[src/rtl/cronometro_pkg.sv]
// Shared definitions for the countdown timer: state codes, BCD digit limits,
// segment constants and the BCD mm:ss helpers.
package cronometro_pkg;

  localparam logic [1:0] PARADO   = 2'd0;
  localparam logic [1:0] CONTANDO = 2'd1;
  localparam logic [1:0] PAUSADO  = 2'd2;
  localparam logic [1:0] FIM      = 2'd3;

  localparam logic [3:0] DIGIT_MAX    = 4'd9;
  localparam logic [3:0] SEC_TENS_MAX = 4'd5;

  // Segment order is {g,f,e,d,c,b,a}, active-high.
  localparam logic [6:0] SEG_ZERO = 7'b0111111;

  function automatic logic bcd_valid(input logic [15:0] v);
    return (v[15:12] <= DIGIT_MAX) && (v[11:8] <= DIGIT_MAX) &&
           (v[7:4] <= SEC_TENS_MAX) && (v[3:0] <= DIGIT_MAX);
  endfunction

  // One-second BCD decrement with borrow; 00:00 saturates.
  function automatic logic [15:0] bcd_dec(input logic [15:0] v);
    logic [3:0] mt, mu, st, su;
    {mt, mu, st, su} = v;
    if (v != 16'h0000) begin
      if (su != 4'd0) begin
        su = su - 4'd1;
      end else begin
        su = DIGIT_MAX;
        if (st != 4'd0) begin
          st = st - 4'd1;
        end else begin
          st = SEC_TENS_MAX;
          if (mu != 4'd0) begin
            mu = mu - 4'd1;
          end else begin
            mu = DIGIT_MAX;
            mt = mt - 4'd1;
          end
        end
      end
    end
    return {mt, mu, st, su};
  endfunction

endpackage

[src/rtl/display.sv]
// Combinational BCD to 7-segment encoder; codes above 9 blank the digit.
module display
  import cronometro_pkg::*;
(
  input  logic [3:0] digito,
  output logic [6:0] seg
);

  always_comb begin
    case (digito)
      4'd0:    seg = SEG_ZERO;
      4'd1:    seg = 7'b0000110;
      4'd2:    seg = 7'b1011011;
      4'd3:    seg = 7'b1001111;
      4'd4:    seg = 7'b1100110;
      4'd5:    seg = 7'b1101101;
      4'd6:    seg = 7'b1111101;
      4'd7:    seg = 7'b0000111;
      4'd8:    seg = 7'b1111111;
      4'd9:    seg = 7'b1101111;
      default: seg = 7'b0000000;
    endcase
  end

endmodule

[src/rtl/cronometro_regressivo.sv]
// mm:ss countdown timer with load/start/pause/stop buttons, BCD count,
// registered 7-segment outputs and an end-of-count alarm.
module cronometro_regressivo
  import cronometro_pkg::*;
#(
  parameter int DIV = 50_000_000
) (
  input  logic        clock,
  input  logic        reset_n,
  input  logic        carregarI,
  input  logic        contarI,
  input  logic        pausarI,
  input  logic        pararI,
  input  logic [15:0] valor_carga,
  output logic [6:0]  display_mss,
  output logic [6:0]  display_uss,
  output logic [6:0]  display_dss,
  output logic [6:0]  display_css,
  output logic        alarme,
  output logic        erro
);

  localparam int              PW         = $clog2(DIV);
  localparam logic [PW-1:0]   PRESC_LAST = PW'(DIV - 1);

  logic [3:0]    btn, pulse;
  logic [3:0]    sync1_q, sync1_d, sync2_q, sync2_d, edge_q, edge_d;
  logic [1:0]    state_q, state_d;
  logic [15:0]   count_q, count_d, preset_q, preset_d;
  logic [PW-1:0] presc_q, presc_d;
  logic          erro_q, erro_d;
  logic [6:0]    seg_mss_c, seg_uss_c, seg_dss_c, seg_css_c;
  logic [6:0]    seg_mss_q, seg_uss_q, seg_dss_q, seg_css_q;
  logic [6:0]    seg_mss_d, seg_uss_d, seg_dss_d, seg_css_d;
  logic          sel_parar, sel_carga, sel_contar, sel_pausar;

  // Bit order {parar, carregar, contar, pausar} doubles as the priority order.
  assign btn = {pararI, carregarI, contarI, pausarI};

  always_comb begin
    sync1_d = btn;
    sync2_d = sync1_q;
    edge_d  = sync2_q;
    pulse   = sync2_q & ~edge_q;

    sel_parar  = pulse[3];
    sel_carga  = ~pulse[3] & pulse[2];
    sel_contar = ~pulse[3] & ~pulse[2] & pulse[1];
    sel_pausar = ~pulse[3] & ~pulse[2] & ~pulse[1] & pulse[0];
  end

  always_comb begin
    state_d  = state_q;
    count_d  = count_q;
    preset_d = preset_q;
    presc_d  = presc_q;
    erro_d   = 1'b0;

    if (sel_parar) begin
      count_d = preset_q;
      presc_d = '0;
      state_d = PARADO;
    end else if (sel_carga && (state_q == PARADO || state_q == FIM)) begin
      if (bcd_valid(valor_carga)) begin
        preset_d = valor_carga;
        count_d  = valor_carga;
        presc_d  = '0;
        state_d  = PARADO;
      end else begin
        erro_d = 1'b1;
      end
    end else if (sel_contar && state_q == PARADO && count_q != 16'h0000) begin
      presc_d = '0;
      state_d = CONTANDO;
    end else if (sel_contar && state_q == PAUSADO) begin
      state_d = CONTANDO;
    end else if (sel_pausar && state_q == CONTANDO) begin
      state_d = PAUSADO;
    end else if (state_q == CONTANDO) begin
      if (presc_q == PRESC_LAST) begin
        presc_d = '0;
        count_d = bcd_dec(count_q);
        if (count_d == 16'h0000) state_d = FIM;
      end else begin
        presc_d = presc_q + 1'b1;
      end
    end
  end

  display u_dig_mss (.digito(count_q[3:0]),   .seg(seg_mss_c));
  display u_dig_uss (.digito(count_q[7:4]),   .seg(seg_uss_c));
  display u_dig_dss (.digito(count_q[11:8]),  .seg(seg_dss_c));
  display u_dig_css (.digito(count_q[15:12]), .seg(seg_css_c));

  always_comb begin
    seg_mss_d = seg_mss_c;
    seg_uss_d = seg_uss_c;
    seg_dss_d = seg_dss_c;
    seg_css_d = seg_css_c;
  end

  always_ff @(posedge clock or negedge reset_n) begin
    if (!reset_n) begin
      sync1_q   <= '0;
      sync2_q   <= '0;
      edge_q    <= '0;
      state_q   <= PARADO;
      count_q   <= '0;
      preset_q  <= '0;
      presc_q   <= '0;
      erro_q    <= 1'b0;
      seg_mss_q <= SEG_ZERO;
      seg_uss_q <= SEG_ZERO;
      seg_dss_q <= SEG_ZERO;
      seg_css_q <= SEG_ZERO;
    end else begin
      sync1_q   <= sync1_d;
      sync2_q   <= sync2_d;
      edge_q    <= edge_d;
      state_q   <= state_d;
      count_q   <= count_d;
      preset_q  <= preset_d;
      presc_q   <= presc_d;
      erro_q    <= erro_d;
      seg_mss_q <= seg_mss_d;
      seg_uss_q <= seg_uss_d;
      seg_dss_q <= seg_dss_d;
      seg_css_q <= seg_css_d;
    end
  end

  assign display_mss = seg_mss_q;
  assign display_uss = seg_uss_q;
  assign display_dss = seg_dss_q;
  assign display_css = seg_css_q;
  assign alarme      = (state_q == FIM);
  assign erro        = erro_q;

endmodule

[config.mk]
export PLATFORM = sky130hd
export DESIGN_NAME = cronometro_regressivo
export DESIGN_NICKNAME = d
export VERILOG_FILES = /design/src/rtl/cronometro_pkg.sv /design/src/rtl/display.sv /design/src/rtl/cronometro_regressivo.sv
export SDC_FILE = /design/constraint.sdc
export NUM_CORES = 1
export LEC_CHECK = 0
export ABC_AREA = 1
export BUFFER_PORTS_ARGS = -buffer_cell sky130_fd_sc_hd__buf_4
export CAP_MARGIN = 20
export CORE_MARGIN = 2
export CORE_UTILIZATION = 60
export CTS_BUF_LIST = sky130_fd_sc_hd__clkbuf_16
export DETAILED_ROUTE_END_ITERATION = 8
export GPL_TIMING_DRIVEN = 0
export PLACE_DENSITY_LB_ADDON = 0.3
export REMOVE_ABC_BUFFERS = 1
export SYNTH_ARGS = -nofsm -noshare
export SYNTH_HDL_FRONTEND = slang
export SYNTH_HIERARCHICAL = 1
export SYNTH_SLANG_ARGS = --single-unit
[constraint.sdc]
create_clock -name clock -period 2.6 [get_ports clock]
set_input_delay 0.52 -clock clock [delete_from_list [all_inputs] [get_ports clock]]
set_output_delay 0.52 -clock clock [all_outputs]
set_load 0.05 [all_outputs]
== After elaboration in Yosys (flattened, before gate mapping) ==
Memory sizes are Yosys's and may differ from the RTL's. A register that Yosys moved wholly into a read port is not among the register bits.
Index checks and enable logic that the tools add are counted.
Word-level totals
  register bits after elaboration: 73
  ROM bits: 448
  bits of input ports: 22
  output and inout bits: 30
  logic and storage cells: 139
  memories: 4
Operators by class
  add/sub/neg operators: 5
  magnitude comparators: 4
  eq/ne operators: 10
  mux-type cells: 69
  bitwise logic cells: 10
  reductions and logical operators: 29
Memory list
  (no name shown): depth 16, width 7, read ports 1, clocked after Yosys merged registers in 1, wr ports 0, line display.sv:10  | case (digito)
  (no name shown): depth 16, width 7, read ports 1, clocked after Yosys merged registers in 1, wr ports 0, line display.sv:10
  (no name shown): depth 16, width 7, read ports 1, clocked after Yosys merged registers in 1, wr ports 0, line display.sv:10
  (no name shown): depth 16, width 7, read ports 1, clocked after Yosys merged registers in 1, wr ports 0, line display.sv:10
Operators with widths (number)
  $mux 26: 8
  $mux 4: 41
  $mux 16: 8
  $add 26x1->26 const B: 1
  $eq 26x26->1 const B: 1
  $mux 2: 9
  $reduce_bool 6->1: 3
  $logic_not 16->1: 1
  $reduce_bool 16->1: 1
  $reduce_bool 4->1: 4
  $sub 4x1->4 const B: 4
  $le 4x4->1 const B: 3
  $ne 3x3->1 const B: 3
  $logic_and 1x1->1: 8
  $ne 4x4->1 const B: 2
  $reduce_and 4->1: 2
  $reduce_and 6->1: 1
  $reduce_bool 3->1: 2
  $and 1x1->1: 5
  $and 4x4->4: 1
  $eq 2x2->1 const B: 2
  $le 4x3->1 const B: 1
  $logic_not 1->1: 4
  $not 4->4: 1
  7 further kinds: 11

== Logic depth before layout (Yosys ltp) ==
  depth in word-level cells: 21
  mapped depth: 17
  mapped depth without buffers: 16

== Cells and area by module ==
The synthesis kept the hierarchy.
Modules (own cells, without submodules)
  cronometro_regressivo: times used 1, cells an instance 600, area each 5106.1 µm²
  display: times used 4, cells an instance 39, area each 210.2 µm²

== Least setup slack after synthesis ==
OpenSTA, ideal clock, no wires.
  path kind: reg2reg
  from: reg state_q[0]
  to: reg presc_q[24]
  library setup time: 124 ps
  arrival time: 1834 ps
  slack: 641 ps
  cell stages (with the launch flop): 13
  period minus slack after synthesis: 1959 ps
  path through: dfrtp_1 > inv_1 > ha_1 > nor2_1 > nand2_1 > inv_1 > nand2_2 > nand2_8 > inv_4 > buf_6 > nand2_2 > xor2_1 > nor2_1
On the way
  word-level cells in the longest chain between the ends: 6
  elaborated cells between the ends (all ways): 18
  those cells by class: 6 x eq/ne; 3 x mux; 9 x reduce/logical
Ends and longest elaborated chain
  start, declared: line cronometro_regressivo.sv:28  | logic [1:0] state_q, state_d;
  start signal, assigned: line cronometro_regressivo.sv:120  | state_q <= state_d;
  parallel branches: the longest is 6 deep, another holds $ne 4x4->1
  end signal, assigned: line cronometro_regressivo.sv:123  | presc_q <= presc_d;
  end, declared: line cronometro_regressivo.sv:30  | logic [PW-1:0] presc_q, presc_d;
Several ways; the timed one is not identified.
A chain may end at the register's enable or synchronous reset.

== Worst setup path in the final report ==
  from: reg state_q[0]
  to: reg presc_q[12]
Same word-level chain as after synthesis.

==> impl_metrics.ini <==
[timing]
hold_viol = 0
worstMarginPinSlew_ns = 0.561
finalCritPeriodShare_pct = 92.8
final.setup_skew_ns = 0.00967
max_freq_ghz = 0.414
slew_violations = 0
finalCriticalPeriod_ns = 2.41
hold_slack_ns = 0.157
setup_ws_ns = 0.187
max_slew_margin_pct = 62.6
setup_viol = 0

[yosys]
syn_area_per_cell_sq_um = 7.87
ys_types = 43
ys_ff_latch = 101
synthXorXnorAreaFrac_pct = 1.47
synthAdderAreaFrac_pct = 6.52
yosys-top-cells-area = dfrtp_1 (32%), nand2_1 (13%), dfstp_2 (11%)
yosysSeqAreaShare_pct = 43.0
synth_largest_area_cell = dfrtp_1
post-synth-top-count-cell = nand2_1
yosys.area_share.simple_pct = 29.8
yosysTopAreaCellShare_pct = 32.4
async_flop_share_pct = 100
yosys_warnings = 6
synth_compound_area_share_pct = 10.6
netlist_area_sq_um = 5950
synth_cells = 756
synth_top_family_by_area = simple AND/OR/NAND/NOR gates
synth_flop_cell = dfrtp_1
synth_mux_area_share_pct = 0.568
synth-edff-count = 0
synth_top_cells_by_count = nand2_1 (212), inv_1 (88), dfrtp_1 (77)

[placed_design]
placed_area_sq_um = 6440
place_ws_ns = -0.770
place_inst = 927
io_buffers = 51
gp_congestion = 0.920
hpwlAfterDp_um = 9380

[setup_path]
critPathSlowestCell = dfrtp_1
critical_path_required_ns = 2.82
cp_common_cell = nand2_8
crit_path_start_kind = flip-flop
cpPeakStageDelay_ns = 0.42
cp.arrival_ns = 2.63
path_max_fanout = 35
critPathCaptureType = flip-flop
path_class = flip-flop to flip-flop
path_cells = inv_1 -> ha_1 -> nor2_4 -> nand2_8 -> clkinvlp_4 -> nand2_2 -> nand2_8 -> inv_6 -> nand2_1 -> o21ai_1 -> a2bb2oi_1

[drt]
drc_errors = 0
routed_wl_um = 13000
drtAntennaViolNets = 0
via_per_inst = 5.45
wl_per_cell_um = 13.8
drtIter0Drc = 228
num_vias = 5144
drt_pass1_iterations = 5

[global_route]
grt_pass1_wl_um = 22700
grt_max_degree = 59
grt_pass1_vias = 5151
antenna_found_initial = 0
grt_overflow = 0
grtUsageTotal_pct = 25.7

[floorplan]
die-area_sq_um = 10700
fp.dieW_um = 104
start_util_pct = 61.4
ioPinCount = 52
core_sq_um = 9680
fp.dieH_um = 104
rows = 36

[run]
cap_violations = 0

[power_and_ir_drop]
power.density_nw_per_um2 = 1150
vdd_drop_max_v = 0.000654
leakage_uw = 0.00340

[clocking]
cts_num_sinks = 101
cts_setup_buffers = 0
cts_buffers = 9
clockBufferDepth = 2
cts_hold_buf = 0
cts_tree = done
cts-root-buf = clkbuf_16
htree_levels = 3
clk-insertion-delay-late_ns = 0.35
clk_pin_slew_ns = 0.07

[cells_and_area]
antennaDiodeCount = 0
final-instance-count-excl-fill = 943
multi_input_area_sq_um = 2940
layout-drive-gt1-share_pct = 19.6
area_growth_pct = 13.9
seqCellArea_sq_um = 2560
final_nets = 858
finish.instance_area_sq_um = 6780
fill_cells = 756

[run_status]
status = finished clean

[worst_hold_path]
hp-class = input port to async pin
-- layer usage --
| metal | vias to the layer above | wire (um) | global-route usage, % | part of all wire (%) |
|---|---|---|---|---|
| met4 | 0 | 391 | 12.5 | 3.0 |
| met5 | - | 0 | 0 | 0 |
| li1 | 2513 | - | - | - |
| met1 | 2428 | 5430 | 30.7 | 42 |
| met2 | 163 | 6480 | 45.6 | 50 |
| met3 | 40 | 704 | 3.71 | 5.4 |
-- registers in the layout (all words and copies together) (netlist names) --
register	count
presc_q	26
count_q	16
preset_q	16
display_css	7
display_dss	7
display_mss	7
display_uss	7
edge_d	4
edge_q	4
sync1_q	4
state_q	2
erro	1
-- per-stage QoR --
stage / total power, uW / utilization [%] / TNS (ns)
finish: 7800 / 70.0 / 0
global route: 8380 / 70.0 / -0.00625
CTS: 7810 / 69.8 / 0
detailed placement: 6480 / 66.5 / -32.04
global placement: 6310 / 66.1 / -33.65
floorplan: 5480 / - / -0.349
-- worst paths after layout --
| path | startpoint | end | slack (ns) | depth (start not counted) |
|---|---|---|---|---|
| worst max-delay path | state_q[0] | presc_q[12] | 0.19 | 11 |
| worst min-delay path | reset_n | display_uss[6] | 0.16 | 1 |
| worst max register to register | state_q[0] | presc_q[12] | 0.19 | 11 |
| worst min register to register | sync1_q[1] | edge_d[1] | 0.35 | 0 |
| max in group asynchronous | reset_n | display_css[0] | 1.72 | 2 |
| min in group clock | contarI | sync1_q[1] | 0.28 | 1 |
-- critical path, delay by kind of cell, from the launching register on --
family                   cells  cell delay [ns]
adder cells (fa/ha/maj)      1             0.33
AO/OA/AOI/OAI                2             0.29
buffers and inverters        3             0.51
AND/OR/NAND/NOR              5             0.75
flip-flops                   1             0.42
-- cell usage in the layout, fill, tap and decap left out, types with 9 or more instances in the layout --
cell,instances
nand2_1,211
inv_1,88
dfrtp_1,77
nor2_1,61
buf_4,51
o21ai_0,44
nand3_1,37
ha_1,31
dfstp_2,24
a21oi_1,22
nor3_1,21
nand2_2,16
o21ai_1,11
xor2_1,10
inv_2,10
clkbuf_16,10
o211ai_1,9
-- cell type report --
cell class / instances / share of cell area (%)
clock buffers: 10 / 3.69
clock inverters: 6 / 0.554
inverters: 102 / 5.89
multi-input cells: 538 / 43.4
flip-flops and latches: 101 / 37.7
well taps: 133 / 2.46
repair buffers: 53 / 6.22
-- timing repair --
item / 4_1_cts / 5_1_grt
endpoints found under the hold margin: 0 / 0
endpoints found under the setup margin: 59 / 36
pin swaps: 0 / 1
gates resized for setup: 7 / 4
-- report_power, final --
part	leakage (uW)	total (uW)	switching (uW)	internal [uW]
Clock	0.000142	1290	588	702
Sequential	0.00122	2610	401	2210
Combinational	0.00204	3900	2690	1210
-- logic make-up (layout without fill, tap and decap cells) --
kind of cell,Yosys count,after routing
buffers and inverters,117,171
AND/OR/NAND/NOR,387,387
adder cells (fa/ha/maj),31,31
XOR/XNOR,10,10
AO/OA/AOI/OAI,107,107
multiplexers,3,3
flip-flops,101,101
No activity file was read; power rests on OpenSTA's default activity.
